==> src/rtl/bus_pkg.sv <==
// Shared definitions for the unidirectional system bus: Control field layout,
// transfer-type encodings, size/burst codes and burst-length decode.
package bus_pkg;

  localparam int CTRL_W         = 9;
  localparam int CTRL_TRANS_LSB = 7;
  localparam int CTRL_WRITE_BIT = 6;
  localparam int CTRL_SIZE_LSB  = 4;
  localparam int CTRL_BURST_LSB = 1;

  typedef enum logic [1:0] {
    TR_IDLE   = 2'b00,
    TR_NONSEQ = 2'b01,
    TR_SEQ    = 2'b10,
    TR_BUSY   = 2'b11
  } trans_t;

  localparam logic [1:0] SZ_BYTE = 2'b00;
  localparam logic [1:0] SZ_HALF = 2'b01;
  localparam logic [1:0] SZ_WORD = 2'b10;

  localparam logic [2:0] BU_SINGLE = 3'b000;
  localparam logic [2:0] BU_INCR4  = 3'b001;
  localparam logic [2:0] BU_INCR8  = 3'b010;
  localparam logic [2:0] BU_INCR16 = 3'b011;

  // Reserved burst codes behave as a single transfer.
  function automatic logic [2:0] burst_norm(input logic [2:0] burst);
    return (burst > BU_INCR16) ? BU_SINGLE : burst;
  endfunction

  function automatic logic [4:0] burst_len(input logic [2:0] burst);
    case (burst)
      BU_INCR4:  return 5'd4;
      BU_INCR8:  return 5'd8;
      BU_INCR16: return 5'd16;
      default:   return 5'd1;
    endcase
  endfunction

  function automatic logic [CTRL_W-1:0] make_control(input trans_t     trans,
                                                     input logic       write,
                                                     input logic [1:0] size,
                                                     input logic [2:0] burst);
    logic [CTRL_W-1:0] c;
    c = '0;
    c[CTRL_TRANS_LSB +: 2] = trans;
    c[CTRL_WRITE_BIT]      = write;
    c[CTRL_SIZE_LSB +: 2]  = size;
    c[CTRL_BURST_LSB +: 3] = burst;
    return c;
  endfunction

endpackage

==> src/rtl/biu_addr_gen.sv <==
// Current bus address and remaining-beat counter for the master BIU.
// Increments by the transfer size with plain 32-bit rollover.
module biu_addr_gen
  import bus_pkg::*;
(
  input  logic        clk,
  input  logic        reset,
  input  logic        load,
  input  logic        advance,
  input  logic [31:0] start_addr,
  input  logic [2:0]  burst,
  input  logic [1:0]  size,
  output logic [31:0] addr,
  output logic        last
);

  logic [4:0]  remaining;
  logic [31:0] step;

  assign step = 32'd1 << size;
  assign last = (remaining == 5'd1);

  // NOTE: state registers use non-blocking assignments so every flop samples
  // pre-edge values, independent of statement order.
  always_ff @(posedge clk or posedge reset) begin
    if (reset) begin
      addr      <= '0;
      remaining <= '0;
    end else if (load) begin
      addr      <= start_addr;
      remaining <= burst_len(burst);
    end else if (advance && remaining != 5'd0) begin
      addr      <= addr + step;
      remaining <= remaining - 5'd1;
    end
  end

endmodule

==> src/rtl/master_biu.sv <==
// Initiator-side bus interface unit: turns local single/burst requests into
// bus beats toward a slave BIU, with BUSY stalls and a per-beat timeout.
module master_biu
  import bus_pkg::*;
#(
  parameter int unsigned TIMEOUT = 255
) (
  input  logic        clk,
  input  logic        reset,
  input  logic        req_valid,
  output logic        req_ready,
  input  logic        req_write,
  input  logic [31:0] req_addr,
  input  logic [1:0]  req_size,
  input  logic [2:0]  req_burst,
  input  logic [31:0] wdata,
  input  logic        wdata_valid,
  output logic        wdata_ready,
  output logic [31:0] rdata,
  output logic        rdata_valid,
  output logic        done,
  output logic        err,
  output logic [31:0] Address,
  output logic [8:0]  Control,
  output logic [31:0] DataOut,
  input  logic [31:0] DataIn,
  input  logic        Ready,
  output logic        en
);

  typedef enum logic [1:0] {S_IDLE, S_BEAT, S_BUSY, S_FIN} state_t;

  localparam logic [7:0] TMO_LAST = 8'(TIMEOUT - 1);

  state_t      state;
  logic        write_q;
  logic [1:0]  size_q;
  logic [2:0]  burst_q;
  logic        started_q;
  logic [7:0]  tcnt;
  logic [8:0]  control_q;
  logic        done_q;
  logic        err_q;
  logic [31:0] rdata_q;
  logic        rvalid_q;
  logic        last;
  logic        load;
  logic        beat_ok;

  assign load    = (state == S_IDLE) && req_valid;
  assign beat_ok = (state == S_BEAT) && Ready;

  biu_addr_gen u_addr_gen (
    .clk        (clk),
    .reset      (reset),
    .load       (load),
    .advance    (beat_ok),
    .start_addr (req_addr),
    .burst      (req_burst),
    .size       (size_q),
    .addr       (Address),
    .last       (last)
  );

  // Decoded straight from the state register so reset takes effect at once.
  assign req_ready   = (state == S_IDLE);
  assign en          = (state == S_BEAT) || (state == S_BUSY);
  assign wdata_ready = beat_ok && write_q;
  assign DataOut     = ((state == S_BEAT) && write_q) ? wdata : '0;
  assign Control     = control_q;
  assign rdata       = rdata_q;
  assign rdata_valid = rvalid_q;
  assign done        = done_q;
  assign err         = err_q;

  always_ff @(posedge clk or posedge reset) begin
    if (reset) begin
      state     <= S_IDLE;
      write_q   <= 1'b0;
      size_q    <= '0;
      burst_q   <= '0;
      started_q <= 1'b0;
      tcnt      <= '0;
      control_q <= '0;
      done_q    <= 1'b0;
      err_q     <= 1'b0;
      rdata_q   <= '0;
      rvalid_q  <= 1'b0;
    end else begin
      done_q   <= 1'b0;
      err_q    <= 1'b0;
      rvalid_q <= 1'b0;
      case (state)
        S_IDLE: begin
          if (req_valid) begin
            write_q   <= req_write;
            size_q    <= req_size;
            burst_q   <= burst_norm(req_burst);
            started_q <= 1'b0;
            tcnt      <= '0;
            if (req_write && !wdata_valid) begin
              state     <= S_BUSY;
              control_q <= make_control(TR_BUSY, req_write, req_size, burst_norm(req_burst));
            end else begin
              state     <= S_BEAT;
              control_q <= make_control(TR_NONSEQ, req_write, req_size, burst_norm(req_burst));
            end
          end
        end

        S_BEAT: begin
          if (Ready) begin
            started_q <= 1'b1;
            tcnt      <= '0;
            if (!write_q) begin
              rdata_q  <= DataIn;
              rvalid_q <= 1'b1;
            end
            if (last) begin
              state     <= S_FIN;
              control_q <= '0;
              done_q    <= 1'b1;
            end else if (write_q && !wdata_valid) begin
              state     <= S_BUSY;
              control_q <= make_control(TR_BUSY, write_q, size_q, burst_q);
            end else begin
              control_q <= make_control(TR_SEQ, write_q, size_q, burst_q);
            end
          end else if (tcnt == TMO_LAST) begin
            // Slave stalled too long: drop the remaining beats and flag it.
            state     <= S_FIN;
            control_q <= '0;
            done_q    <= 1'b1;
            err_q     <= 1'b1;
          end else begin
            tcnt <= tcnt + 8'd1;
          end
        end

        S_BUSY: begin
          if (wdata_valid) begin
            state     <= S_BEAT;
            tcnt      <= '0;
            control_q <= make_control(started_q ? TR_SEQ : TR_NONSEQ,
                                      write_q, size_q, burst_q);
          end
        end

        default: begin
          state <= S_IDLE;
        end
      endcase
    end
  end

endmodule

==> config.mk <==
export PLATFORM = sky130hd
export DESIGN_NAME = master_biu
export DESIGN_NICKNAME = d
export VERILOG_FILES = /design/src/rtl/bus_pkg.sv /design/src/rtl/biu_addr_gen.sv /design/src/rtl/master_biu.sv
export SDC_FILE = /design/constraint.sdc
export NUM_CORES = 1
export LEC_CHECK = 0
export ABC_CLOCK_PERIOD_IN_PS = 3400
export CORE_MARGIN = 4
export CORE_UTILIZATION = 43
export DETAILED_ROUTE_END_ITERATION = 12
export GPL_ROUTABILITY_DRIVEN = 0
export PLACE_DENSITY = 0.81
export SLEW_MARGIN = 20
export SYNTH_ARGS = -nofsm -noshare
export SYNTH_HDL_FRONTEND = slang
export SYNTH_SLANG_ARGS = --single-unit
==> constraint.sdc <==
create_clock -name clk -period 3.4 [get_ports clk]
set_input_delay 0.34 -clock clk [delete_from_list [all_inputs] [get_ports clk]]
set_output_delay 0.34 -clock clk [all_outputs]
set_load 0.1 [all_outputs]
---- Yosys cells after proc, flatten, opt, wreduce, memory -nomap -nowiden ----
Index checks and enable logic that the tools add are counted.
operators by class
  multiply operators ...................... 0
  bitwise operators ....................... 1
  equal/unequal tests ..................... 13
  div/mod/pow operators ................... 0
  $lt $le $gt $ge ......................... 1
  add/subtract/negate cells ............... 3
  reduce and logical (&&, ||, !) cells .... 20
  muxes and demuxes ....................... 41
  shifts and indexed selects .............. 1
operators with widths
  operator                                             number
  two-way mux 32 bit                                   3
  two-way mux 9 bit                                    6
  two-way mux 8 bit                                    5
  adder 32 bit                                         1
  << shifter 1 x 2 -> 32 bit, first input constant     1
  one-hot mux 9 bit (3 select lines)                   1
  one-hot mux 8 bit (3 select lines)                   1
  two-way mux 2 bit                                    8
  one-hot mux 5 bit (3 select lines)                   1
  AND reduction 4 bit                                  3
  two-way mux 1 bit                                    11
  two-way mux 5 bit                                    2
  adder 8 x 1 -> 8 bit, second input constant          1
  equality test 8 bit, second input constant           1
  logical AND 1 bit                                    7
  equality test 3 x 2 -> 1 bit, second input constant  2
  != test 2 bit, second input constant                 3
  one-hot mux 2 bit (3 select lines)                   1
  AND reduction 3 bit                                  2
  equality test 5 x 1 -> 1 bit, second input constant  1
  nonzero test 5 bit                                   1
  subtractor 5 x 1 -> 5 bit, second input constant     1
  != test 4 x 3 -> 1 bit, second input constant        1
  nonzero test 2 bit                                   2
  14 further kinds                                     14
storage, ports and cells
  memory bits (read-only) ................. 0
  memories kept ........................... 0
  bits in writable memories ............... 0
  input port bits ......................... 107
  bits in registers ....................... 98
  latch bits .............................. 0

---- Logic depth before layout (Yosys ltp) ----
  depth in word-level cells ............... 6
  gate-level depth with buffers ........... 9
  mapped depth without buffers ............ 8

---- Cells and area by module ----
A second synthesis with hierarchy kept.
second synthesis, totals
  cell total of the unflattened synthesis .. 516
  area total of the unflattened synthesis .. 5485.3 µm²
modules (own cells, without submodules)
  module        area an instance (µm²)  times used  cells each  seq. area each (µm²)
  master_biu    2979.1                  1           254         1501.4
  biu_addr_gen  2506.2                  1           262         925.9

---- Least setup slack after synthesis ----
OpenSTA, ideal clock, no wires.
  kind .................................... register to register
  from .................................... register u_addr_gen.addr[2]
  to ...................................... register u_addr_gen.addr[27]
  arrival time ............................ 2.538 ns
  path slack .............................. 0.780 ns
  path buffers ............................ 0
  required time ........................... 3.318 ns
  period minus slack after synthesis ...... 2.620 ns
  setup time .............................. 0.082 ns
  stages on the path, launching flop included .. 7
  cells stage by stage .................... dfrtp_1 > ha_1 > nand4_1 > nor2b_1 > nor2_1 > or4_1 > a31oi_1
on the way
  longest elaborated chain between the ends .. 3
ends and longest elaborated chain
  what                    RTL line            text
  start, declared         biu_addr_gen.sv:13  output logic [31:0] addr,
  start signal, assigned  biu_addr_gen.sv:30  addr <= start_addr;
  start signal, assigned  biu_addr_gen.sv:33  addr <= addr + step;
  adder 32 bit            biu_addr_gen.sv:33
  two-way mux 32 bit      biu_addr_gen.sv:32  end else if (advance && remaining != 5'd0) begin
  two-way mux 32 bit      biu_addr_gen.sv:29  end else if (load) begin
No other way between the ends. The select of a mux whose other input is x is not followed.
A chain may end at the register's enable or synchronous reset.

---- Final worst setup path ----
  from .................................... register size_q[1]
  to ...................................... register u_addr_gen.addr[31]
on the way
  longest elaborated chain between the ends .. 4
ends and longest elaborated chain
  what                        RTL line            text
  start, declared             master_biu.sv:37    logic [1:0] size_q;
  start signal, assigned      master_biu.sv:97    size_q <= req_size;
  << shifter 1 x 2 -> 32 bit  biu_addr_gen.sv:20  assign step = 32'd1 << size;
  adder 32 bit                biu_addr_gen.sv:33
  two-way mux 32 bit          biu_addr_gen.sv:32
  two-way mux 32 bit          biu_addr_gen.sv:29
No other way between the ends. The select of a mux whose other input is x is not followed.

==> metrics.log <==
INFO  metric run_status = completed
INFO  metric route.antenna.remaining_nets = 0
INFO  metric detailedRoute.firstPassIterationCount = 5
INFO  metric gr-usage-all-layers = a little over a fifth
INFO  metric critical_path_arrival = 2890 ps
INFO  metric die_height = 117 um
INFO  metric routed_wirelength = between 15 and 20 mm
INFO  metric fp.coreArea = 11500 sq um
INFO  metric area_growth = 49.2%
INFO  metric tns = 0 ps
INFO  metric critical_path.cell_chain = and2_1 > ha_1 > nand4_1 > nor2b_1 > o211ai_4 > or4_1 > a31oi_1
INFO  metric required = 3670 ps
INFO  metric synthDominantCellAreaShare = 47.5%
INFO  metric post_layout_nonfiller_instances = 882
INFO  metric htree_levels = 3
INFO  metric hold_buffers = 0
INFO  metric cts.root.buffer_cell = clkbuf_16
INFO  metric share_of_layout_cells_above_drive_strength_1 = 13.7%
INFO  metric yosys_warnings = 0
INFO  metric mostFrequentLayoutCell = clkdlybuf4s50_1
INFO  metric place.detailed.hpwl = 11.5 mm
INFO  metric number_of_antenna_violations_at_the_first_check_in_global_routing = 0
INFO  metric insertion_delay = 350 ps
INFO  metric dr_drc_count = 0
INFO  metric start_kind = register
INFO  metric relSlewSlack = 30.7%
INFO  metric synth-main-ff-cell = dfrtp_1
INFO  metric worstPathMaxFanout = 12
INFO  metric grt_start_max_net_pins = 58
INFO  metric clkSlewWorstSetupHoldPaths = ~80 ps
INFO  metric grt_first_pass_wirelength = 23.4 mm
INFO  metric endpoint_kind = register
INFO  metric die_width = roughly 120 um
INFO  metric synth.yosys.seq_area_share = 47.5%
INFO  metric synth_edf_count = 0
INFO  metric worstMarginPinSlew = 1040 ps
INFO  metric ys_types = 46
INFO  metric number_of_port_buffers = approximately 220
INFO  metric cts_sinks = slightly below 100
INFO  metric tritoncts.num_buffers = 9
INFO  metric period_share = about three quarters
INFO  metric synth-async-reset-ratio = 100%
INFO  metric postSynthAreaPerCell = ~9.7 sq um
INFO  metric cts.path.max_buffers = 2
INFO  metric hold_violations = 0
INFO  metric synth_area = 5110 sq um
INFO  metric timing.clock.skew = 10.8 ps
INFO  metric rsz0062_at_grt = no
INFO  metric finalSetupViolations = 0
INFO  metric worstHoldPathType = input pin to async pin
INFO  metric vias_in_the_first_global_route = around 4800
INFO  metric post_drt_via_cell_ratio = 5.39
INFO  metric floorplan.initialDensity = approximately 44%
INFO  metric design.die.area = 13700 sq um
INFO  metric mostFrequentLayoutCells = clkdlybuf4s50_1, dfrtp_1, nand2_1, buf_4, o21ai_0
INFO  metric synth-seq-cells = 97
INFO  metric critical_path.slowest_cell = or4_1
INFO  metric post_cts.resized_instances = 0
INFO  metric timing_worst_setup_path_type = register to register
INFO  metric grt_overflow_total = 0
INFO  metric timing.max_cap.violations = 0
INFO  metric crit_path_max_incr_delay = 550 ps
INFO  metric num-nets-final = approximately 850
INFO  metric critical_path.n_buffers_inverters = 0
INFO  metric tritoncts = built
INFO  metric vias = 4752
INFO  metric placementRows = 39
INFO  metric syn_nets = 648
INFO  metric finalWorstPathRequiredPeriod = 2620 ps
INFO  metric io-pin-count = 218
INFO  metric drt_iter0_drc = around 270
INFO  metric synthCells = around 530
INFO  metric wl_cell = about 17 um
INFO  metric max_clock_freq = 382 MHz
INFO  metric timing.critical_path.max_delay_family = simple AND/OR/NAND/NOR gates
INFO  metric post-cts-setup-buffers = 0
INFO  metric place.detailed.instances = a little under 900
INFO  metric synth_area_leaders = dfrtp_1, mux2_2, nand2_1, and3_1, xor2_1
INFO  metric synth_area_leader_cell = dfrtp_1
INFO  metric final_max_slew_viol_count = 0
==> metrics by stage <==
| stage | worst slack, ps | utilization (%) | cell area [sq um] | hold slack [ps] |
|---|---|---|---|---|
| floorplan | 526 | - | 5110 | 429 |
| global placement | 993 | 63.5 | 7310 | 465 |
| detailed placement | 851 | 63.5 | 7310 | 473 |
| CTS | 844 | 66.2 | 7630 | 439 |
| global route | 615 | 66.2 | 7630 | 479 |
| finish | 784 | 66.3 | 7630 | 421 |
==> synthesized netlist by cell type, types with 2 or more instances <==
master,count
mux2_2,33
ha_1,13
inv_1,12
o31ai_1,5
o22ai_1,2
dfrtp_1,97
mux2i_1,4
a211oi_1,3
nor2b_1,12
nor2_1,31
xnor2_1,4
a21oi_1,10
o21ai_0,39
and2_1,4
or3_1,4
a21o_1,2
clkbuf_1,21
and4_1,4
buf_2,6
o211ai_1,7
nand4_1,14
xor2_1,23
and3_1,38
nor3_1,3
nor3b_1,2
or4_1,9
nand3_1,25
nand2_1,69
a31oi_1,12
nand2b_1,3
==> cells by family (layout without fill, tap and decap cells) <==
| group | after synthesis | in the layout | share of synthesized area, % |
|---|---|---|---|
| XOR/XNOR | 27 | 27 | 4.62 |
| other | 1 | 2 | 0.0733 |
| adder cells (fa/ha/maj) | 14 | 14 | 3.57 |
| flip-flops | 97 | 97 | 47.5 |
| buffers and inverters | 41 | 252 | 3.38 |
| AO/OA/AOI/OAI | 84 | 84 | 9.93 |
| AND/OR/NAND/NOR | 226 | 226 | 22.9 |
| multiplexers | 37 | 37 | 8.05 |
==> flip-flops by register name, indices dropped and copies added, names as in the netlist <==
| name | cells |
|---|---|
| rdata_valid | 1 |
| tcnt | 8 |
| u_addr_gen.addr | 32 |
| burst_q | 3 |
| err | 1 |
| rdata | 32 |
| state | 2 |
| size_q | 2 |
| done | 1 |
| Control | 8 |
| write_q | 1 |
| started_q | 1 |
| u_addr_gen.remaining | 5 |
==> routing by layer <==
metal	share of wire, %	wire, um	vias up	track usage [%]
met3	8.1	1220	30	4.06
li1	-	-	2284	-
met5	0	0	-	0
met2	49	7340	248	37.6
met1	41	6130	2190	26.9
met4	2.3	346	0	9.40
==> path summary, 6_finish.rpt <==
kind	end	slack [ps]	depth (start not counted)	from
worst max-delay path	u_addr_gen.addr[31]	780	7	size_q[1]
worst min-delay path	rdata[3]	420	2	reset
worst max register to register	u_addr_gen.addr[31]	780	7	size_q[1]
worst min register to register	Control[2]	480	2	Control[2]
max in group asynchronous	rdata[20]	2190	3	reset
min in group clk	Control[2]	480	2	Control[2]
==> worst register-to-register path, stage by stage, from the launching register on <==
cell	delay (ps)
dfrtp_1	430
and2_1	190
ha_1	380
nand4_1	150
nor2b_1	450
o211ai_4	220
or4_1	550
a31oi_1	180
==> final cells by class <==
type                       instances  area [sq um]
antenna                            1          2.50
clock buffer                       9           225
clock inverter                     7          96.3
fill                             917          3880
inverter                          12          47.5
multi-input combinational        389          2520
sequential                        97          2430
tap                              143           179
timing repair buffer             224          2130
Power is not shown: default switching activity piles up to over one toggle a cycle in this logic, so the estimate is an artifact.
==> RTL edit (config.mk and constraints unchanged) <==
`CTRL_SIZE_LSB`: 4 -> 2.
--- a/src/rtl/bus_pkg.sv
+++ b/src/rtl/bus_pkg.sv
@@ -7,3 +7,3 @@
   localparam int CTRL_WRITE_BIT = 6;
-  localparam int CTRL_SIZE_LSB  = 4;
+  localparam int CTRL_SIZE_LSB  = 2;
   localparam int CTRL_BURST_LSB = 1;
Formal check against the unedited RTL: not equivalent (Yosys sat finds a counterexample within 4 cycles, from zero or initial values and one cycle with reset high).
==> RTL edit against the unedited design <==
- via count is 5.7% lower
- core utilization is 0.39 points lower
- count of clock-buffer cells in the layout is 3 higher
- synthesized cell count is 3.4% lower
- worst setup slack worse by 0.13 ns
- highest routed layer unchanged
- synthesized area is 1.9% lower
- critical path type unchanged
- sequential cell count is 2 lower
- routed wire length is 7.9% lower
- cell area is 1.4% lower
Power is left out: the tool's default activity adds up to more than one toggle a clock period on the data nets, which glitch-free logic cannot reach.
==> RTL edit: results (changes against the unedited design) <==
port bufs=214 (-0.93%); H-tree depth=3 (unchanged); first-pass GRT wire length=21900 µm (-6.4%); root buffer cell=clkbuf_16; register area share after synthesis=47.4% (-0.098 points); pre-CTS setup slack=0.715 ns (-0.136 ns); asr flop ratio synth=100% (unchanged); Fmax achieved=0.365 GHz (-4.6%); outcome=finished, final reports clean; DRT Pass-1 Iters=5 (unchanged); Synth top cells by count=dfrtp_1, nand2_1, and3_1; Netlist cell types=42 (-8.7%); Post-CTS Setup Inserts=0 (unchanged); TritonCTS buffer count=9 (unchanged); CP max-delay cell=a211oi_4; Diodes inserted=0 (-1); met2 wire len=7040 µm (-4.1%); highest routed layer=met4; Ys Warns=0 (unchanged); reg2reg start=state[1]; metal1 wirelength=5820 µm (-5.0%); vias=4483 (-5.7%); top_reg_cell synth=dfrtp_1; worst skew pair latency=0.33 ns (-0.02 ns); Crit Path Max Fanout=39 (+27); Area after DPL=7190 µm² (-1.6%); vias in the first global route=4438 (-7.6%); Hold WS=0.417 ns (-0.00415 ns); Worst Max-Slew Pin Slew=1.02 ns (-0.0178 ns); Min-Delay Path Class=in2async; slowest stage delay, CP=0.65 ns (+0.10 ns); Worst Skew=0.00686 ns (-0.00398 ns); r2r endpoint=u_addr_gen.addr[21]; adder and majority gate portion of the synthesized area=3.64% (+0.068 points); initial antenna violation count=0 (unchanged); Clk pin slew, worst setup/hold paths=0.07 ns; synth top area cells=dfrtp_1, mux2_2, and3_1, nand2_1, xor2_1; Max Root-Sink Buffers=2 (unchanged); Placed Cells=845 (-2.3%); Compound-Gate Fraction of Synth Area=9.32% (-0.61 points); met3 routed WL=884 µm (-28%); Starting DRT DRC Count=219 (-19%); Syn Inst Count=509 (-3.4%); post-synthesis mux area share=8.87% (+0.83 points); largest net degree at the start of global routing=57 (-1.7%); R2R setup slack=0.66 ns (-0.13 ns); post_cts resized=0 (unchanged); nets=834 (-2.3%); Cell Count, Final, Fillers Out=860 (-2.5%); area share of xor/xnor cells in the synthesized design=4.89% (+0.26 points); delay-heaviest family, CP=simple AND/OR/NAND/NOR gates; share of cells above drive strength 1=14.4% (+0.68 points); R2R cell count=8 (+1); WL final=13900 µm (-7.9%); Total GRT Usage=20.2% (-1.6 points); detailed placer's ending HPWL=10400 µm (-9.4%)
-- RTL edit: changes by cell type in the layout (fill, tap and decap cells not counted), sizes merged, moves of 6 or more --
cell,unedited run,this run
nor2,31,25
or3,4,12
nand2,69,63
o21ai,39,48
-- RTL edit: final cells by class --
cell class | count | area, µm²
inverter | 11 | 43.8
sequential | 95 | 2380
fill | 891 | 3900
multi-input combinational | 376 | 2480
clock buffer | 12 | 267
clock inverter | 3 | 65.1
timing repair buffer | 220 | 2110
tap | 143 | 179
-- RTL edit: worst max-delay path by stage --
stage                  start                   to
floorplan              reset           Control[1]
global placement    state[1]  u_addr_gen.addr[21]
detailed placement  state[1]  u_addr_gen.addr[21]
CTS                 state[1]  u_addr_gen.addr[21]
global route        state[1]  u_addr_gen.addr[21]
finish              state[1]  u_addr_gen.addr[21]
-- RTL edit: layer usage --
metal | vias to the layer above | GRT usage, %
met5 | - | 0
li1 | 2194 | -
met3 | 12 | 5.33
met4 | 0 | 5.10
met1 | 2128 | 25.8
met2 | 149 | 34.3
